[src/rtl/clock_pkg.sv]
// Shared types for the multi-mode clock's time-setting control.
// Holds the state enum, field encodings and the per-field pulse bit positions.
package clock_pkg;

    typedef enum logic [2:0] {
        ST_IDLE   = 3'd0,
        ST_LOAD   = 3'd1,
        ST_EDIT_H = 3'd2,
        ST_EDIT_M = 3'd3,
        ST_EDIT_S = 3'd4,
        ST_EXIT   = 3'd5
    } state_e;

    localparam logic [1:0] FIELD_NONE = 2'd0;
    localparam logic [1:0] FIELD_SEC  = 2'd1;
    localparam logic [1:0] FIELD_MIN  = 2'd2;
    localparam logic [1:0] FIELD_HOUR = 2'd3;

    localparam int HOUR_BIT = 2;
    localparam int MIN_BIT  = 1;
    localparam int SEC_BIT  = 0;

    function automatic logic is_edit(input state_e s);
        return (s == ST_EDIT_H) || (s == ST_EDIT_M) || (s == ST_EDIT_S);
    endfunction

    function automatic logic [1:0] field_code(input state_e s);
        case (s)
            ST_EDIT_H: return FIELD_HOUR;
            ST_EDIT_M: return FIELD_MIN;
            ST_EDIT_S: return FIELD_SEC;
            default:   return FIELD_NONE;
        endcase
    endfunction

    function automatic logic [2:0] field_onehot(input state_e s);
        logic [2:0] oh;
        oh = 3'b000;
        case (s)
            ST_EDIT_H: oh[HOUR_BIT] = 1'b1;
            ST_EDIT_M: oh[MIN_BIT]  = 1'b1;
            ST_EDIT_S: oh[SEC_BIT]  = 1'b1;
            default:   oh = 3'b000;
        endcase
        return oh;
    endfunction

    // Edited field order is hour -> minute -> second -> hour.
    function automatic state_e next_field(input state_e s);
        case (s)
            ST_EDIT_H: return ST_EDIT_M;
            ST_EDIT_M: return ST_EDIT_S;
            default:   return ST_EDIT_H;
        endcase
    endfunction

endpackage

[src/rtl/time_set_ctrl_key_repeat.sv]
// Edge detect plus auto-repeat for one debounced adjust button.
// A masked rise is swallowed and leaves the key unarmed until its next rise.
module key_repeat #(
    parameter int REPEAT_DELAY = 500,
    parameter int REPEAT_RATE  = 100
) (
    input  logic clk,
    input  logic rst,
    input  logic level,
    input  logic active,
    input  logic mask,
    output logic fire
);

    localparam int CMAX = (REPEAT_DELAY > REPEAT_RATE) ? REPEAT_DELAY : REPEAT_RATE;
    localparam int CW   = $clog2(CMAX + 1);
    localparam logic [CW-1:0] DELAY_LAST = CW'(REPEAT_DELAY - 1);
    localparam logic [CW-1:0] RATE_LAST  = CW'(REPEAT_RATE - 1);

    logic          prev_q, prev_d;
    logic          armed_q, armed_d;
    logic          repeating_q, repeating_d;
    logic [CW-1:0] cnt_q, cnt_d;
    logic          rise;

    always_comb begin
        rise        = level & ~prev_q;
        prev_d      = level;
        armed_d     = 1'b0;
        repeating_d = 1'b0;
        cnt_d       = '0;
        fire        = 1'b0;
        if (active) begin
            if (rise) begin
                armed_d = ~mask;
                fire    = ~mask;
            end else if (level && armed_q) begin
                armed_d = 1'b1;
                if ((!repeating_q && cnt_q == DELAY_LAST) ||
                    (repeating_q && cnt_q == RATE_LAST)) begin
                    fire        = ~mask;
                    repeating_d = 1'b1;
                end else begin
                    repeating_d = repeating_q;
                    cnt_d       = cnt_q + 1'b1;
                end
            end
        end
    end

    always_ff @(posedge clk) begin
        if (rst) begin
            prev_q      <= 1'b0;
            armed_q     <= 1'b0;
            repeating_q <= 1'b0;
            cnt_q       <= '0;
        end else begin
            prev_q      <= prev_d;
            armed_q     <= armed_d;
            repeating_q <= repeating_d;
            cnt_q       <= cnt_d;
        end
    end

endmodule

[src/rtl/time_set_ctrl.sv]
// Time-setting sequencer: turns debounced buttons into load/edit/leave strobes,
// per-field adjust pulses with auto-repeat, inactivity timeout and display blink.
module time_set_ctrl
    import clock_pkg::*;
#(
    parameter int REPEAT_DELAY = 500,
    parameter int REPEAT_RATE  = 100,
    parameter int TIMEOUT      = 5000,
    parameter int BLINK_HALF   = 250
) (
    input  logic       clk,
    input  logic       rst,
    input  logic       btn_mode,
    input  logic       btn_next,
    input  logic       btn_up,
    input  logic       btn_down,
    input  logic       modify,
    output logic       set_sign,
    output logic       en,
    output logic       leave,
    output logic [2:0] signal_increase,
    output logic [2:0] signal_decrease,
    output logic [1:0] field_sel,
    output logic       blink,
    output logic       commit,
    output logic       editing
);

    localparam int TW = $clog2(TIMEOUT + 1);
    localparam int BW = $clog2(BLINK_HALF + 1);
    localparam logic [TW-1:0] TO_LAST    = TW'(TIMEOUT - 1);
    localparam logic [BW-1:0] BLINK_LAST = BW'(BLINK_HALF - 1);

    state_e        state_q, state_d;
    logic          mode_prev_q, next_prev_q;
    logic [TW-1:0] to_cnt_q, to_cnt_d;
    logic [BW-1:0] blink_cnt_q, blink_cnt_d;

    logic       set_sign_q, set_sign_d;
    logic       en_q, en_d;
    logic       leave_q, leave_d;
    logic [2:0] inc_q, inc_d;
    logic [2:0] dec_q, dec_d;
    logic [1:0] field_sel_q, field_sel_d;
    logic       blink_q, blink_d;
    logic       commit_q, commit_d;
    logic       editing_q, editing_d;

    logic mode_rise, next_rise, in_edit, any_held, timeout_hit;
    logic key_active, key_mask, up_fire, down_fire;

    assign mode_rise   = btn_mode & ~mode_prev_q;
    assign next_rise   = btn_next & ~next_prev_q;
    assign in_edit     = is_edit(state_q);
    assign any_held    = btn_mode | btn_next | btn_up | btn_down;
    assign timeout_hit = in_edit && (to_cnt_q == TO_LAST);
    // Up and down together silence both keys; higher-priority events swallow adjust edges.
    assign key_active  = in_edit & ~(btn_up & btn_down);
    assign key_mask    = mode_rise | timeout_hit | next_rise;

    key_repeat #(.REPEAT_DELAY(REPEAT_DELAY), .REPEAT_RATE(REPEAT_RATE)) u_up (
        .clk(clk), .rst(rst), .level(btn_up), .active(key_active), .mask(key_mask), .fire(up_fire)
    );

    key_repeat #(.REPEAT_DELAY(REPEAT_DELAY), .REPEAT_RATE(REPEAT_RATE)) u_down (
        .clk(clk), .rst(rst), .level(btn_down), .active(key_active), .mask(key_mask), .fire(down_fire)
    );

    always_comb begin
        state_d = state_q;
        case (state_q)
            ST_IDLE:   if (mode_rise) state_d = ST_LOAD;
            ST_LOAD:   state_d = ST_EDIT_H;
            ST_EDIT_H, ST_EDIT_M, ST_EDIT_S: begin
                if (mode_rise || timeout_hit) state_d = ST_EXIT;
                else if (next_rise)           state_d = next_field(state_q);
            end
            ST_EXIT:   state_d = ST_IDLE;
            default:   state_d = ST_IDLE;
        endcase

        to_cnt_d = '0;
        if (in_edit && is_edit(state_d) && !any_held) to_cnt_d = to_cnt_q + 1'b1;

        // Outputs are decoded from the next state so they land in flops alongside it.
        set_sign_d  = (state_d == ST_LOAD);
        en_d        = is_edit(state_d);
        leave_d     = (state_d == ST_EXIT);
        commit_d    = (state_d == ST_EXIT) & modify;
        editing_d   = (state_d != ST_IDLE);
        field_sel_d = field_code(state_d);
        inc_d       = up_fire   ? field_onehot(state_q) : 3'b000;
        dec_d       = down_fire ? field_onehot(state_q) : 3'b000;

        blink_cnt_d = '0;
        blink_d     = 1'b0;
        if (is_edit(state_d)) begin
            if ((state_d == ST_EDIT_H && state_q != ST_EDIT_H) || up_fire || down_fire) begin
                blink_cnt_d = '0;
                blink_d     = 1'b0;
            end else if (blink_cnt_q == BLINK_LAST) begin
                blink_d = ~blink_q;
            end else begin
                blink_cnt_d = blink_cnt_q + 1'b1;
                blink_d     = blink_q;
            end
        end
    end

    always_ff @(posedge clk) begin
        if (rst) begin
            state_q     <= ST_IDLE;
            mode_prev_q <= 1'b0;
            next_prev_q <= 1'b0;
            to_cnt_q    <= '0;
            blink_cnt_q <= '0;
            set_sign_q  <= 1'b0;
            en_q        <= 1'b0;
            leave_q     <= 1'b0;
            inc_q       <= 3'b000;
            dec_q       <= 3'b000;
            field_sel_q <= FIELD_NONE;
            blink_q     <= 1'b0;
            commit_q    <= 1'b0;
            editing_q   <= 1'b0;
        end else begin
            state_q     <= state_d;
            mode_prev_q <= btn_mode;
            next_prev_q <= btn_next;
            to_cnt_q    <= to_cnt_d;
            blink_cnt_q <= blink_cnt_d;
            set_sign_q  <= set_sign_d;
            en_q        <= en_d;
            leave_q     <= leave_d;
            inc_q       <= inc_d;
            dec_q       <= dec_d;
            field_sel_q <= field_sel_d;
            blink_q     <= blink_d;
            commit_q    <= commit_d;
            editing_q   <= editing_d;
        end
    end

    assign set_sign        = set_sign_q;
    assign en              = en_q;
    assign leave           = leave_q;
    assign signal_increase = inc_q;
    assign signal_decrease = dec_q;
    assign field_sel       = field_sel_q;
    assign blink           = blink_q;
    assign commit          = commit_q;
    assign editing         = editing_q;

endmodule

[config.mk]
export PLATFORM = sky130hd
export DESIGN_NAME = time_set_ctrl
export DESIGN_NICKNAME = d
export VERILOG_FILES = /design/src/rtl/clock_pkg.sv /design/src/rtl/time_set_ctrl_key_repeat.sv /design/src/rtl/time_set_ctrl.sv
export SDC_FILE = /design/constraint.sdc
export NUM_CORES = 1
export LEC_CHECK = 0
export CAP_MARGIN = 25
export CORE_UTILIZATION = 60
export CTS_BUF_LIST = sky130_fd_sc_hd__clkbuf_2 sky130_fd_sc_hd__clkbuf_4 sky130_fd_sc_hd__clkbuf_8
export CTS_CLUSTER_SIZE = 12
export DETAILED_ROUTE_END_ITERATION = 10
export GPL_TIMING_DRIVEN = 0
export HOLD_SLACK_MARGIN = 0.06
export PLACE_DENSITY = 0.82
export SYNTH_ARGS = -nofsm -noshare
export SYNTH_HDL_FRONTEND = slang
export SYNTH_SLANG_ARGS = --single-unit
[constraint.sdc]
create_clock -name clk -period 6.5 [get_ports clk]
set_clock_uncertainty 0.2 [all_clocks]
set_input_delay 1.3 -clock clk [delete_from_list [all_inputs] [get_ports clk]]
set_output_delay 1.3 -clock clk [all_outputs]
set_load 0.005 [all_outputs]
# After elaboration in Yosys (flattened, before gate mapping)
# Cells that the tools add are included.
[totals]
reg_bits = 64
output_inout_bits = 14
elab_cells = 124
[classes]
addsub = 4
n_eq_ne = 16
muxes = 21
bitwise = 26
reduce_logical = 35
[op_table]
columns = ["cell", "count"]
rows = [
  ["adder 9 x 1 -> 9 bit (second input constant)", 2],
  ["== test 9 x 7 -> 1 bit (second input constant)", 2],
  ["== test 9 bit (second input constant)", 2],
  ["2-to-1 mux 1 bit", 15],
  ["NOT 1 bit", 14],
  ["adder 13 x 1 -> 13 bit (second input constant)", 1],
  ["== test 13 bit (second input constant)", 1],
  ["== test 3 x 2 -> 1 bit (second input constant)", 4],
  ["OR reduction 4 bit", 3],
  ["logical AND 1 bit", 10],
  ["OR reduction 5 bit", 2],
  ["== test 3 bit (second input constant)", 3],
  ["logical OR 1 bit", 9],
  ["2-to-1 mux 3 bit", 3],
  ["case mux 3 bit (3 select lines)", 1],
  ["adder 8 x 1 -> 8 bit (second input constant)", 1],
  ["== test 8 bit (second input constant)", 1],
  ["OR reduction 2 bit", 4],
  ["bitwise AND 1 bit", 7],
  ["== test 3 x 1 -> 1 bit (second input constant)", 2],
  ["case mux 2 bit (3 select lines)", 1],
  ["case mux 3 bit (2 select lines)", 1],
  ["OR reduction 3 bit", 2],
  ["OR 1 bit", 5],
  ["4 further kinds", 6],
]

# Depth between registers and ports, before layout
[depth]
word_depth = 14
depth_mapped = 8

# Cells and area by module
# Synthesis repeated with hierarchy kept, for this count alone.
[hier_totals]
hier_cells = 297
area_unflattened_um2 = 2841.5
[modules_own_cells]
columns = ["mod", "n_inst", "cells_each", "area_per_inst_um2", "seq_area_each_um2"]
rows = [
  ["time_set_ctrl", 1, 185, 1762.9, 800.8],
  ["key_repeat", 2, 56, 539.3, 240.2],
]

# Worst setup path after synthesis
# OpenSTA, ideal clock, no wires.
[synth_timing]
kind = "input port to flip-flop"
startpoint = "in btn_mode"
endpoint = "reg to_cnt_q[5]"
arrival_ns = 2.542
required_ns = 6.236
slack_ns = 3.694
cell_stages = 7
cell_sequence = "nor2b_1 > a31oi_1 > o21ai_0 > a21oi_2 > o221ai_2 > buf_6 > nor2_1"
[synth_via]
elab_chain_len = 11
[synth_rtl]
columns = ["element", "line_no", "rtl"]
rows = [
  ["from (decl)", "time_set_ctrl.sv:13", "input logic btn_mode,"],
  ["bitwise AND 1 bit", "time_set_ctrl.sv:52", "assign mode_rise = btn_mode & ~mode_prev_q;"],
  ["logical OR 1 bit", "time_set_ctrl.sv:75", "if (mode_rise || timeout_hit) state_d = ST_EXIT;"],
  ["2-to-1 mux 3 bit", "time_set_ctrl.sv:75", ""],
  ["case mux 3 bit (3 select lines)", "time_set_ctrl.sv:71", "case (state_q)"],
  ["== test 3 x 2 -> 1 bit", "clock_pkg.sv:24", "return (s == ST_EDIT_H) || (s == ST_EDIT_M) || (s == ST_EDIT_S);"],
  ["logical OR 1 bit (2 in a row)", "clock_pkg.sv:24", ""],
  ["logical AND 1 bit", "time_set_ctrl.sv:83", "if (in_edit && is_edit(state_d) && !any_held) to_cnt_d = to_cnt_q + 1'b1;"],
  ["logical AND 1 bit *", "time_set_ctrl.sv:83", ""],
  ["NOT 1 bit (no source line) *", "-", ""],
  ["OR reduction 2 bit (no source line) *", "-", ""],
  ["to (signal assigned)", "time_set_ctrl.sv:130", "to_cnt_q <= to_cnt_d;"],
  ["to (decl)", "time_set_ctrl.sv:36", "logic [TW-1:0] to_cnt_q, to_cnt_d;"],
]
# Mark *: on every way between the ends. The rest lies on a longest branch, timed or not.
# A chain may end at the register's enable or synchronous reset.

# Worst setup path in the final report
# Ends and elaborated chain as after synthesis.

==> summary.txt <==
Logic synthesis
  • Count leader, synth: dfxtp_1
  • Yosys Warn Count: 0
  • Cells after synthesis: 281
  • Sequential-to-total area share from yosys stat: 48.7%
  • Async set-reset flop share out of synthesis: 0%
  • Main flop type after synthesis: dfxtp_1
  • FF+latch count, synth: 64
  • Post-Syn Area: 2630 µm²
  • Synth top area cells: dfxtp_1 49%, nor2_1 6.7%, xnor2_1 5.7%
  • Avg Cell Area, Syn: approximately 9.4 µm²
  • EDFF count, synth: 0
  • Synth Net Count: 293
  • Synth unique cells: roughly 50
  • Area leader, netlist: dfxtp_1
  • Top cell type's share of synthesized area: 48.7%
  • Leading cell types by count after synthesis: 64 x dfxtp_1, 47 x nor2_1, 17 x nand3_1, 17 x xnor2_1

STA
  • Final worst path period need: roughly 3200 ps
  • Final setup fails: 0
  • Setup tns final: 0 ps
  • Final WS setup: approximately 3300 ps
  • WHS: 258 ps
  • Hold Violations, Final: 0
  • Least-Margin Pin Slew: 1060 ps
  • Fmax: ~0.32 GHz
  • Relative slew slack: 28.6%
  • RSZ-0062 raised after global routing: no
  • Max-slew violations: 0
  • Period utilization: 48.5%

Critical path
  • Crit start category: primary input
  • Reg2Reg Capture Point: to_cnt_q[5]
  • Maximum fanout along the worst path: 10
  • Worst R2R Start: to_cnt_q[0]
  • Crit path kind: primary input to flip-flop
  • CP max stage cell: clkdlybuf4s50_1
  • Crit path required time: 6570 ps
  • Reg2Reg Setup Slack: 4120 ps
  • Critical path, cell by cell: clkdlybuf4s50_1 -> nor2b_1 -> a31oi_1 -> o21ai_0 -> a21oi_2 -> o221ai_2 -> buf_6 -> nor2_1
  • CP peak stage delay: 440 ps
  • CP Capture Type: flip-flop
  • Worst r2r path cells: 8
  • CP arrival: approximately 3200 ps

Power and ir drop
  • Leak: 1.08 nW
  • Pwr per Cell Area: between 200 and 300 nW/µm²
  • Worst-case vdd ir drop: 0.000206 V

Placement
  • Placed cell area: 2890 µm²
  • Setup slack at placement: around 3000 ps
  • Final GP Congestion: 0.843
  • Port Buffers: 20
  • DP Wirelength: between 3000 and 4000 µm

GRT
  • First-pass GRT wire length: 7530 µm
  • Antenna violations before repair: 0
  • Vias in the first global route: 1765
  • Pin count of the biggest net entering global routing: 11
  • Total track usage: 22.5%
  • Gr ovfl total: 0

Clock tree
  • CTS H-tree depth: 3
  • Post-cts resize count: 0
  • Hold_buf cts: 0
  • Worst-Skew Late Latency: 340 ps
  • Worst-path clk slew: 60 ps
  • Post CTS Setup Buffer Count: 0
  • Total CTS buffers: 9
  • Clock Tree Buf Depth: 2
  • Clk root buf: clkbuf_8
  • Sink Count: 64
  • CTS tree: done

Job
  • Max-cap violations: 0

Floorplan
  • Row Count: 23
  • Initial core utilization: 63.9%
  • Core ar.: 4120 µm²
  • Die W: 68.2 µm
  • DIE HEIGHT: 68.2 µm
  • Io pins: 21
  • Die ar.: 4650 µm²

Worst hold path
  • Endpoint, Worst Hold: to_cnt_q[0]
  • Hold path cells: 1
  • Hold Path Class: flip-flop to flip-flop
  • Worst Hold Launch: to_cnt_q[0]

Run status
  • Status: finished, final reports clean

Layout
  • Finished Cell Area: 3120 µm²
  • Share of cells above drive strength 1: a little under an eighth
  • Fillcell total: 305
  • Synth-to-Final Area Change: 18.5%
  • # diodes: 0
  • Nets: about 320

Drt
  • Drt wl/cell: between 10 and 15 µm
  • First-pass DRT Iterations: 4
  • Routed vias/inst: 5.32
  • Final WL: 4490 µm
  • DRC: 0
  • Antenna-violating nets left: 0
  • Via count: 1952
  • 1st-iter DRT viols: 58
==> critical path: cells and delay by family <==
| family | cells | cell delay [ps] |
|---|---|---|
| buffers and inverters | 2 | 640 |
| and+or+nand+nor | 2 | 270 |
| AOI/OAI and AO/OA | 4 | 1030 |
==> cell type report <==
| class | instances | area, µm² | share of cell area, % |
|---|---|---|---|
| Timing Repair Buffer | 20 | 200 | 6.42 |
| Clock buffer | 13 | 160 | 5.13 |
| Multi-Input combinational cell | 202 | 1280 | 41.1 |
| Buffer | 5 | 31.3 | 1.00 |
| Inverter | 10 | 37.5 | 1.20 |
| Tap cell | 50 | 62.6 | 2.01 |
| Sequential cell | 64 | 1280 | 41.1 |
| Clock inverter | 3 | 65.1 | 2.09 |
==> power breakdown <==
part | internal (mW) | leakage (nW) | total, mW | switching [mW]
Combinational | 0.0142 | 0.442 | 0.0312 | 0.0171
Sequential | 0.397 | 0.517 | 0.399 | 0.00231
Clock | 0.239 | 0.118 | 0.377 | 0.139
==> registers in the layout, summed over array words and instances, names as in the netlist, 2 cells and up <==
register	cells
blink_cnt_q	8
signal_increase	3
state_q	3
u_down.cnt_q	9
field_sel	2
signal_decrease	3
to_cnt_q	13
u_up.cnt_q	9
==> per-layer routing <==
metal  GRT usage, %  up-vias  wire length, µm
li1               -     1031                -
met4           10.9        0               90
met2           36.3       25             2140
met3           7.50       11              129
met5              0        -                0
met1           26.5      885             2130
==> worst max path at each step <==
stage / from / end / slack, ps / cells after the start
3_3_place_gp: btn_mode / to_cnt_q[4] / 2980 / 8
4_1_cts: btn_mode / to_cnt_q[5] / 3350 / 8
3_5_place_dp: btn_mode / to_cnt_q[11] / 2990 / 8
2_1_floorplan: btn_mode / to_cnt_q[5] / 3690 / 7
5_1_grt: btn_mode / signal_increase[2] / 3120 / 6
6_report: btn_mode / to_cnt_q[5] / 3350 / 8
==> metrics by stage <==
| step | utilization [%] | power, mW | instances |
|---|---|---|---|
| 2_1_floorplan | - | 0.426 | 281 |
| 3_3_place_gp | 70.3 | 0.439 | 351 |
| 3_5_place_dp | 70.3 | 0.439 | 351 |
| 4_1_cts | 75.8 | 0.817 | 367 |
| 5_1_grt | 75.8 | 0.837 | 367 |
| 6_report | 75.8 | 0.808 | 367 |
==> kinds of logic (layout without fill, tap and decap cells) <==
kind of cell	Yosys count	in the layout	synth area share [%]
AO/OA/AOI/OAI	24	24	8.08
XOR/XNOR	33	33	11.0
adder cells (fa/ha/maj)	5	5	2.38
buffers and inverters	15	51	2.62
flip-flops	64	64	48.7
AND/OR/NAND/NOR	140	140	27.2
==> layout by cell type (no fill, tap or decap), types with 2 or more instances in the layout <==
| cell type | netlist | layout |
|---|---|---|
| and2_1 | 3 | 3 |
| and3_1 | 8 | 8 |
| bufinv_16 | 0 | 2 |
| clkbuf_1 | 2 | 2 |
| clkbuf_4 | 0 | 3 |
| clkbuf_8 | 0 | 10 |
| clkdlybuf4s50_1 | 0 | 20 |
| dfxtp_1 | 64 | 64 |
| ha_1 | 5 | 5 |
| inv_1 | 10 | 10 |
| nand2_1 | 16 | 16 |
| nand2b_1 | 5 | 5 |
| nand3_1 | 17 | 17 |
| nand4_1 | 3 | 3 |
| nor2_1 | 47 | 47 |
| nor2_2 | 8 | 8 |
| nor2b_1 | 5 | 5 |
| nor3_1 | 7 | 7 |
| nor3b_1 | 2 | 2 |
| nor4_1 | 10 | 10 |
| nor4b_1 | 2 | 2 |
| o21ai_0 | 2 | 2 |
| o31ai_1 | 2 | 2 |
| o32a_1 | 2 | 2 |
| o41ai_1 | 2 | 2 |
| xnor2_1 | 17 | 17 |
| xor2_1 | 16 | 16 |
(Power assumes the default switching activity.)
